## src/rtl/alu_pipe_if.sv

```systemverilog
// Operand/result handshake bundle for alu_pipe: an operand channel in, a result channel out.
interface alu_pipe_if #(
   parameter int WIDTH = 32,
   parameter int TAG_W = 4
);
   logic             in_valid;
   logic             in_ready;
   logic [WIDTH-1:0] a;
   logic [WIDTH-1:0] b;
   logic [3:0]       op;
   logic [TAG_W-1:0] in_tag;
   logic             out_valid;
   logic             out_ready;
   logic [WIDTH-1:0] result;
   logic [TAG_W-1:0] out_tag;
   logic             flag_z;
   logic             flag_n;
   logic             flag_c;
   logic             flag_v;
   logic             illegal_op;

   modport master (
      output in_valid, a, b, op, in_tag, out_ready,
      input  in_ready, out_valid, result, out_tag, flag_z, flag_n, flag_c, flag_v, illegal_op
   );

   modport slave (
      input  in_valid, a, b, op, in_tag, out_ready,
      output in_ready, out_valid, result, out_tag, flag_z, flag_n, flag_c, flag_v, illegal_op
   );
endinterface

```

## src/rtl/alu_pipe.sv

```systemverilog
// Registered ALU with valid/ready on both sides and NZCV flags.
// Define ALU_MUL_EN to add the iterative shift-add multiplier (op 10) and its BUSY state.
module alu_pipe #(
   parameter int WIDTH = 32,
   parameter int TAG_W = 4
) (
   input  logic     clk,
   input  logic     rst_n,
   alu_pipe_if.slave bus
);
   localparam int SHW = $clog2(WIDTH);

   typedef enum logic [3:0] {
      OP_ADD = 4'd0, OP_SUB = 4'd1, OP_AND = 4'd2, OP_OR  = 4'd3,
      OP_XOR = 4'd4, OP_SHL = 4'd5, OP_SHR = 4'd6, OP_SRA = 4'd7,
      OP_SLT = 4'd8, OP_SLTU = 4'd9, OP_MUL = 4'd10
   } op_e;

   typedef struct packed {
      logic [WIDTH-1:0] res;
      logic             z;
      logic             n;
      logic             c;
      logic             v;
      logic             ill;
   } rsp_t;

   rsp_t             alu, mrsp, q;
   logic             out_valid;
   logic [TAG_W-1:0] out_tag, mul_tag;
   logic             accept, deliver, is_mul, mul_done;
   logic [SHW-1:0]   sh;
   logic [WIDTH:0]   sum, dif;

   assign sh      = bus.b[SHW-1:0];
   assign accept  = bus.in_valid && bus.in_ready;
   assign deliver = out_valid && bus.out_ready;

   always_comb begin
      alu = '0;
      sum = {1'b0, bus.a} + {1'b0, bus.b};
      dif = {1'b0, bus.a} - {1'b0, bus.b};
      case (bus.op)
         OP_ADD: begin
            alu.res = sum[WIDTH-1:0];
            alu.c   = sum[WIDTH];
            alu.v   = (bus.a[WIDTH-1] == bus.b[WIDTH-1]) && (sum[WIDTH-1] != bus.a[WIDTH-1]);
         end
         OP_SUB: begin
            // borrow-out of the extended subtract is the inverse of carry
            alu.res = dif[WIDTH-1:0];
            alu.c   = ~dif[WIDTH];
            alu.v   = (bus.a[WIDTH-1] != bus.b[WIDTH-1]) && (dif[WIDTH-1] != bus.a[WIDTH-1]);
         end
         OP_AND:  alu.res = bus.a & bus.b;
         OP_OR:   alu.res = bus.a | bus.b;
         OP_XOR:  alu.res = bus.a ^ bus.b;
         OP_SHL:  alu.res = bus.a << sh;
         OP_SHR:  alu.res = bus.a >> sh;
         OP_SRA:  alu.res = WIDTH'($signed(bus.a) >>> sh);
         OP_SLT:  alu.res = {{(WIDTH-1){1'b0}}, ($signed(bus.a) < $signed(bus.b))};
         OP_SLTU: alu.res = {{(WIDTH-1){1'b0}}, (bus.a < bus.b)};
`ifdef ALU_MUL_EN
         OP_MUL:  alu.ill = 1'b0;
`endif
         default: alu.ill = 1'b1;
      endcase
      alu.z = (alu.res == '0);
      alu.n = alu.res[WIDTH-1];
   end

`ifdef ALU_MUL_EN
   typedef enum logic {IDLE, BUSY} state_e;
   localparam logic [SHW:0] ITERS = (SHW+1)'(WIDTH);

   state_e             state, state_nxt;
   logic [2*WIDTH-1:0] mcand, acc;
   logic [WIDTH-1:0]   mplier;
   logic [SHW:0]       cnt;

   assign is_mul       = (bus.op == OP_MUL);
   assign mul_done     = (state == BUSY) && (cnt == ITERS);
   assign bus.in_ready = (state == IDLE) && (!out_valid || bus.out_ready);

   always_comb begin
      mrsp     = '0;
      mrsp.res = acc[WIDTH-1:0];
      mrsp.v   = |acc[2*WIDTH-1:WIDTH];
      mrsp.z   = (mrsp.res == '0);
      mrsp.n   = mrsp.res[WIDTH-1];
   end

   always_ff @(posedge clk or negedge rst_n)
      if (!rst_n) state <= IDLE;
      else        state <= state_nxt;

   always_comb begin
      state_nxt = state;
      case (state)
         IDLE: if (accept && is_mul) state_nxt = BUSY;
         BUSY: if (mul_done)         state_nxt = IDLE;
         default:                    state_nxt = IDLE;
      endcase
   end

   // One multiplier bit per clock; the extra cycle after the last add publishes the product.
   always_ff @(posedge clk or negedge rst_n) begin
      if (!rst_n) begin
         mcand   <= '0;
         mplier  <= '0;
         acc     <= '0;
         cnt     <= '0;
         mul_tag <= '0;
      end else if (accept && is_mul) begin
         mcand   <= {{WIDTH{1'b0}}, bus.a};
         mplier  <= bus.b;
         acc     <= '0;
         cnt     <= '0;
         mul_tag <= bus.in_tag;
      end else if (state == BUSY && !mul_done) begin
         if (mplier[0]) acc <= acc + mcand;
         mcand  <= mcand << 1;
         mplier <= mplier >> 1;
         cnt    <= cnt + 1'b1;
      end
   end
`else
   assign is_mul       = 1'b0;
   assign mul_done     = 1'b0;
   assign mrsp         = '0;
   assign mul_tag      = '0;
   assign bus.in_ready = !out_valid || bus.out_ready;
`endif

   always_ff @(posedge clk or negedge rst_n) begin
      if (!rst_n) begin
         out_valid <= 1'b0;
         q         <= '0;
         out_tag   <= '0;
      end else if (mul_done) begin
         q         <= mrsp;
         out_tag   <= mul_tag;
         out_valid <= 1'b1;
      end else if (accept && !is_mul) begin
         q         <= alu;
         out_tag   <= bus.in_tag;
         out_valid <= 1'b1;
      end else if (deliver) begin
         out_valid <= 1'b0;
      end
   end

   assign bus.out_valid  = out_valid;
   assign bus.result     = q.res;
   assign bus.out_tag    = out_tag;
   assign bus.flag_z     = q.z;
   assign bus.flag_n     = q.n;
   assign bus.flag_c     = q.c;
   assign bus.flag_v     = q.v;
   assign bus.illegal_op = q.ill;
endmodule

```

## src/flat_wrapper.sv

```systemverilog
// flat-port wrapper written by rule: the top's interface ports become plain ports
module alu_pipe_flat 
#(
   parameter int WIDTH = 32,
   parameter int TAG_W = 4
)
  (clk, rst_n, bus_in_valid, bus_a, bus_b, bus_op, bus_in_tag, bus_out_ready, bus_in_ready, bus_out_valid, bus_result, bus_out_tag, bus_flag_z, bus_flag_n, bus_flag_c, bus_flag_v, bus_illegal_op);
  alu_pipe_if #(.WIDTH(WIDTH), .TAG_W(TAG_W)) bus_i ();
  input  logic clk;
  input  logic rst_n;
  input wire logic [$bits(bus_i.in_valid)-1:0] bus_in_valid;
  input wire logic [$bits(bus_i.a)-1:0] bus_a;
  input wire logic [$bits(bus_i.b)-1:0] bus_b;
  input wire logic [$bits(bus_i.op)-1:0] bus_op;
  input wire logic [$bits(bus_i.in_tag)-1:0] bus_in_tag;
  input wire logic [$bits(bus_i.out_ready)-1:0] bus_out_ready;
  output wire logic [$bits(bus_i.in_ready)-1:0] bus_in_ready;
  output wire logic [$bits(bus_i.out_valid)-1:0] bus_out_valid;
  output wire logic [$bits(bus_i.result)-1:0] bus_result;
  output wire logic [$bits(bus_i.out_tag)-1:0] bus_out_tag;
  output wire logic [$bits(bus_i.flag_z)-1:0] bus_flag_z;
  output wire logic [$bits(bus_i.flag_n)-1:0] bus_flag_n;
  output wire logic [$bits(bus_i.flag_c)-1:0] bus_flag_c;
  output wire logic [$bits(bus_i.flag_v)-1:0] bus_flag_v;
  output wire logic [$bits(bus_i.illegal_op)-1:0] bus_illegal_op;
  assign bus_i.in_valid = bus_in_valid;
  assign bus_i.a = bus_a;
  assign bus_i.b = bus_b;
  assign bus_i.op = bus_op;
  assign bus_i.in_tag = bus_in_tag;
  assign bus_i.out_ready = bus_out_ready;
  assign bus_in_ready = bus_i.in_ready;
  assign bus_out_valid = bus_i.out_valid;
  assign bus_result = bus_i.result;
  assign bus_out_tag = bus_i.out_tag;
  assign bus_flag_z = bus_i.flag_z;
  assign bus_flag_n = bus_i.flag_n;
  assign bus_flag_c = bus_i.flag_c;
  assign bus_flag_v = bus_i.flag_v;
  assign bus_illegal_op = bus_i.illegal_op;
  alu_pipe #(.WIDTH(WIDTH), .TAG_W(TAG_W)) u_core (.clk(clk), .rst_n(rst_n), .bus(bus_i));
endmodule
```

## config.mk

```make
export PLATFORM = sky130hd
export DESIGN_NAME = alu_pipe_flat
export DESIGN_NICKNAME = d
export VERILOG_FILES = /design/src/rtl/alu_pipe_if.sv /design/src/rtl/alu_pipe.sv /design/src/flat_wrapper.sv
export SDC_FILE = /design/constraint.sdc
export NUM_CORES = 1
export LEC_CHECK = 0
export BUFFER_PORTS_ARGS = -buffer_cell sky130_fd_sc_hd__buf_4
export CAP_MARGIN = 20
export CORE_ASPECT_RATIO = 0.8
export CORE_MARGIN = 3
export CORE_UTILIZATION = 36
export DETAILED_ROUTE_END_ITERATION = 6
export GPL_ROUTABILITY_DRIVEN = 0
export MAX_ROUTING_LAYER = met4
export PLACE_DENSITY = 0.63
export SETUP_SLACK_MARGIN = 0.2
export SLEW_MARGIN = 20
export SYNTH_ARGS = -nofsm -noshare
export SYNTH_HDL_FRONTEND = slang
export SYNTH_SLANG_ARGS = --single-unit
```

## constraint.sdc

```tcl
create_clock -name clk -period 2.22 [get_ports clk]
set_input_delay 0.111 -clock clk [delete_from_list [all_inputs] [get_ports clk]]
set_output_delay 0.111 -clock clk [all_outputs]
set_load 0.02 [all_outputs]
```

==> results.json <==
{
  "swShare_pct": 44.61,
  "reg2regPathDepth": 11,
  "fin_util_pct": 63.41,
  "avgViaCountPerCell": 6.583,
  "cp-endpoint": "u_core.bus.flag_z$_DFFE_PN0P_",
  "wl_met2_um": 27670,
  "start_util_pct": 37.13,
  "dr.pass1.iters": 7,
  "synth-async-reset-ratio_pct": 100.0,
  "synth-edff-count": 0,
  "start_kind": "input port",
  "fmax_mhz": 312.5,
  "crit_fanout": 6,
  "yosysWarnings": 0,
  "wl_um": 68010,
  "clock_path_buffers": 2,
  "fin_nets": 2459,
  "synthAdderAreaFrac_pct": 10.97,
  "critPathMostFrequentCell": "buf_12",
  "ios": 119,
  "cp_slowest_cell": "mux4_2",
  "rsz0062_at_grt": "true",
  "synthSimpleGateAreaFrac_pct": 19.07,
  "worstSkewPairLatency_ps": 290,
  "grt_pass1_wl_um": 98330,
  "power_frac_seq_pct": 12.8,
  "drive_above_1_share_pct": 51.73,
  "topRoutingLayerUsed": "met4",
  "layout_min_cycle_time_ps": 3200,
  "synth_xor_area_share_pct": 0.9583,
  "critPathBufInv": 2,
  "diodes": 0,
  "cap_violations": 0,
  "r2r-end": "u_core.bus.flag_z$_DFFE_PN0P_",
  "die_h_um": 168.5,
  "grt_antenna_before_repair": 0,
  "fin_ws_ps": -980.5,
  "r2r_start": "u_core.bus.out_valid$_DFFE_PN0P_",
  "drtIter0Drc": 3485,
  "power_leakage_nw": 9.140,
  "tns_ps": -12350,
  "setup_viol": 29,
  "pwr-share-clk_pct": 12.5,
  "fin_crit_sh_pct": 144.2,
  "violations": "design-rule violations, negative setup slack",
  "required_ps": 2410,
  "fill_cells": 2530,
  "end_kind": "flip-flop",
  "portBuffers": 118,
  "final_cell_mix": "buf_4 (767), nand2_1 (132), nor2_1 (109)",
  "crit_arrival_ps": 3390,
  "ys_ff_latch": 41,
  "cp_top_family": "simple AND/OR/NAND/NOR gates",
  "wl_per_cell_um": 25.18,
  "worstPathCellList": "buf_12 > buf_12 > mux4_2 > and2_1 > a311oi_1 > o31ai_2 > a211oi_2 > nand2_1 > nor4_4 > and4_4 > and4b_1 > nand4_1 > o41ai_2",
  "wl_met3_um": 10610,
  "groute.usage.overall_pct": 36.39,
  "cts-root-buf": "clkbuf_16",
  "slowest_delay_ps": 530,
  "cp_num_cells": 13,
  "synth_area_um2": 11880,
  "vias": 17780,
  "synth_cell_types": 97,
  "die_area_um2": 35230,
  "synth_top_family_by_area": "compound AO/OA/AOI/OAI gates",
  "synthToLayoutAreaGrowth_pct": 70.81,
  "multi_input_area_um2": 11380,
  "pwr_density_cell_nw_per_um2": 370.5,
  "avgSynthCellArea_um2": 7.539,
  "slew_viol_final": 0,
  "clk_pin_slew_ps": 60,
  "numCtsBuffers": 5,
  "mostFrequentLayoutCell": "buf_4",
  "drc_errors": 23,
  "p_int_w": 0.004165,
  "fp.coreArea_um2": 32000,
  "finalHoldViolations": 0,
  "synthCells": 1576,
  "cts_tree": "built",
  "clock_sinks": 41,
  "antenna_left": 0,
  "hold_path_depth": 2,
  "r2r_slack_ps": -480,
  "place_hpwl_um": 51790,
  "seq_area_um2": 1026,
  "critical_path_class": "input port to flip-flop",
  "outcome": "finished with violations",
  "die_x_um": 209.1,
  "synth_compound_area_share_pct": 33.89,
  "p_switching_w": 0.003355,
  "ir_drop_mv": 0.4604,
  "first_global_vias": 16589,
  "worst_pin_slew_ps": 741.4,
  "dp_slack_ps": -1624,
  "wirelength_met1_um": 24910,
  "synth_flop_cell": "dfrtp_1",
  "hp-start": "bus_in_tag[2]",
  "row_count": 58,
  "min_path_type": "input port to flip-flop",
  "setup.worst_path.start": "bus_b[0]",
  "h-tree-depth": 2,
  "finClkSkew_ps": 5.170,
  "synth_fp_nets": 1755,
  "synthMuxAreaShare_pct": 17.12,
  "grt_max_degree": 61,
  "ys_seq_area_share_pct": 8.635,
  "timing.slew.headroom_pct": 50.57,
  "grt-ovfl-total": 0,
  "combinationalPowerShare_pct": 74.7,
  "power_w": 0.007520
}
-- worst register-to-register path: stages, from the launching register on --
cell and delay [ps]:
dfrtp_1 380, nand2b_1 110, nand2_2 110, a221oi_2 250, o2111ai_2 200, nor4_4 220, nand4_1 220, nor4_4 230
and4_4 290, and4b_1 210, nand4_1 160, o41ai_2 230
-- power by group through the flow --
| stage | clock network (W) | registers (W) | logic [W] |
|---|---|---|---|
| 2_1_floorplan | 0 | 0.00113 | 0.00208 |
| 3_3_place_gp | 0 | 0.000964 | 0.00459 |
| 3_5_place_dp | 0 | 0.000969 | 0.00466 |
| 4_1_cts | 0.000957 | 0.000958 | 0.00503 |
| 5_1_grt | 0.000988 | 0.000977 | 0.00582 |
| 6_report | 0.000943 | 0.000959 | 0.00562 |
-- worst min path at each step --
stage | to | slack (ps)
2_1_floorplan | u_core.bus.flag_c$_DFFE_PN0P_ | -180
3_3_place_gp | u_core.bus.out_tag[2]$_DFFE_PN0P_ | 120
3_5_place_dp | u_core.bus.result[4]$_DFFE_PN0P_ | 120
4_1_cts | u_core.bus.out_tag[2]$_DFFE_PN0P_ | 40
5_1_grt | u_core.bus.out_tag[2]$_DFFE_PN0P_ | 50
6_report | u_core.bus.out_tag[2]$_DFFE_PN0P_ | 50
-- cell type report --
cell class                 instances  area share, %
tap                              420          2.589
inverter                         105          2.152
timing repair buffer             837          33.21
clock inverter                     3         0.3206
multi-input combinational       1290          56.06
clock buffer                       5         0.6165
sequential                        41          5.055
-- layer usage --
metal | up-vias | global-route usage, %
met1 | 8231 | 45.90
met5 | - | -
met4 | 0 | 16.12
met2 | 1657 | 52.32
li1 | 7459 | -
met3 | 433 | 13.06
-- registers in the layout, indices dropped and copies added (netlist names) --
register,flops
u_core.bus.out_valid,1
u_core.bus.flag_c,1
u_core.bus.flag_z,1
u_core.bus.out_tag,4
u_core.bus.flag_n,1
u_core.bus.flag_v,1
u_core.bus.result,31
u_core.bus.illegal_op,1
-- kinds of logic after synthesis --
group,after synthesis
mux,146
xor+xnor,13
buf+inv,245
simple gates,459
compound gates,569
fa+ha+maj,103
flops,41
-- metrics by stage --
step                      std cells  hold WS (ps)  cell area (µm²)
final                          2701         49.55            20290
after global routing           2701         46.75            20290
after CTS                      2668         44.47            19310
after detailed placement       2637         124.6            17940
after global placement         2637         116.2            17940
after floorplan                1576        -184.6            12190
-- cell usage after synthesis (6+ instances only) --
master / number / share of area (%)
a21o_1: 16 / 1.0
o31ai_1: 25 / 1.6
a21oi_1: 109 / 4.6
a21boi_0: 7 / 0.44
o21bai_1: 11 / 0.70
a221oi_1: 17 / 1.3
xnor2_1: 13 / 0.96
ha_1: 101 / 11
inv_1: 98 / 3.1
o21ai_0: 82 / 3.5
mux4_2: 33 / 6.3
o21ai_1: 13 / 0.55
buf_1: 10 / 0.32
nor4_1: 26 / 1.4
nor2_1: 118 / 3.7
o221ai_1: 19 / 1.4
o2111ai_1: 16 / 1.2
a311oi_1: 7 / 0.52
a31oi_1: 22 / 1.2
o311ai_0: 6 / 0.44
mux2i_1: 61 / 5.1
a221o_1: 9 / 0.76
o211ai_1: 42 / 2.7
o21a_1: 6 / 0.38
clkbuf_1: 70 / 2.2
nor2b_1: 17 / 0.90
a211oi_1: 39 / 2.5
nand2_1: 137 / 4.3
mux2_2: 37 / 3.5
and4_1: 7 / 0.52
nand3_1: 27 / 1.1
o22ai_1: 17 / 0.90
buf_2: 38 / 1.6
a22oi_1: 25 / 1.6
nand2b_1: 18 / 0.95
mux2_4: 8 / 1.0
a211o_1: 10 / 0.74
nand4_1: 12 / 0.63
nor3_1: 43 / 1.8
buf_4: 12 / 0.76
a32oi_1: 7 / 0.52
dfrtp_1: 41 / 8.6
-- what timing repair did --
item,in CTS,in global routing
pin swaps,66,54
hold buffers,1,0
hold endpoints to repair,41,0
buffers inserted,21,33
endpoints found under the setup margin,35,35
resized for setup,199,148
gates cloned,1,0
Power figures use the tool's default switching activity.
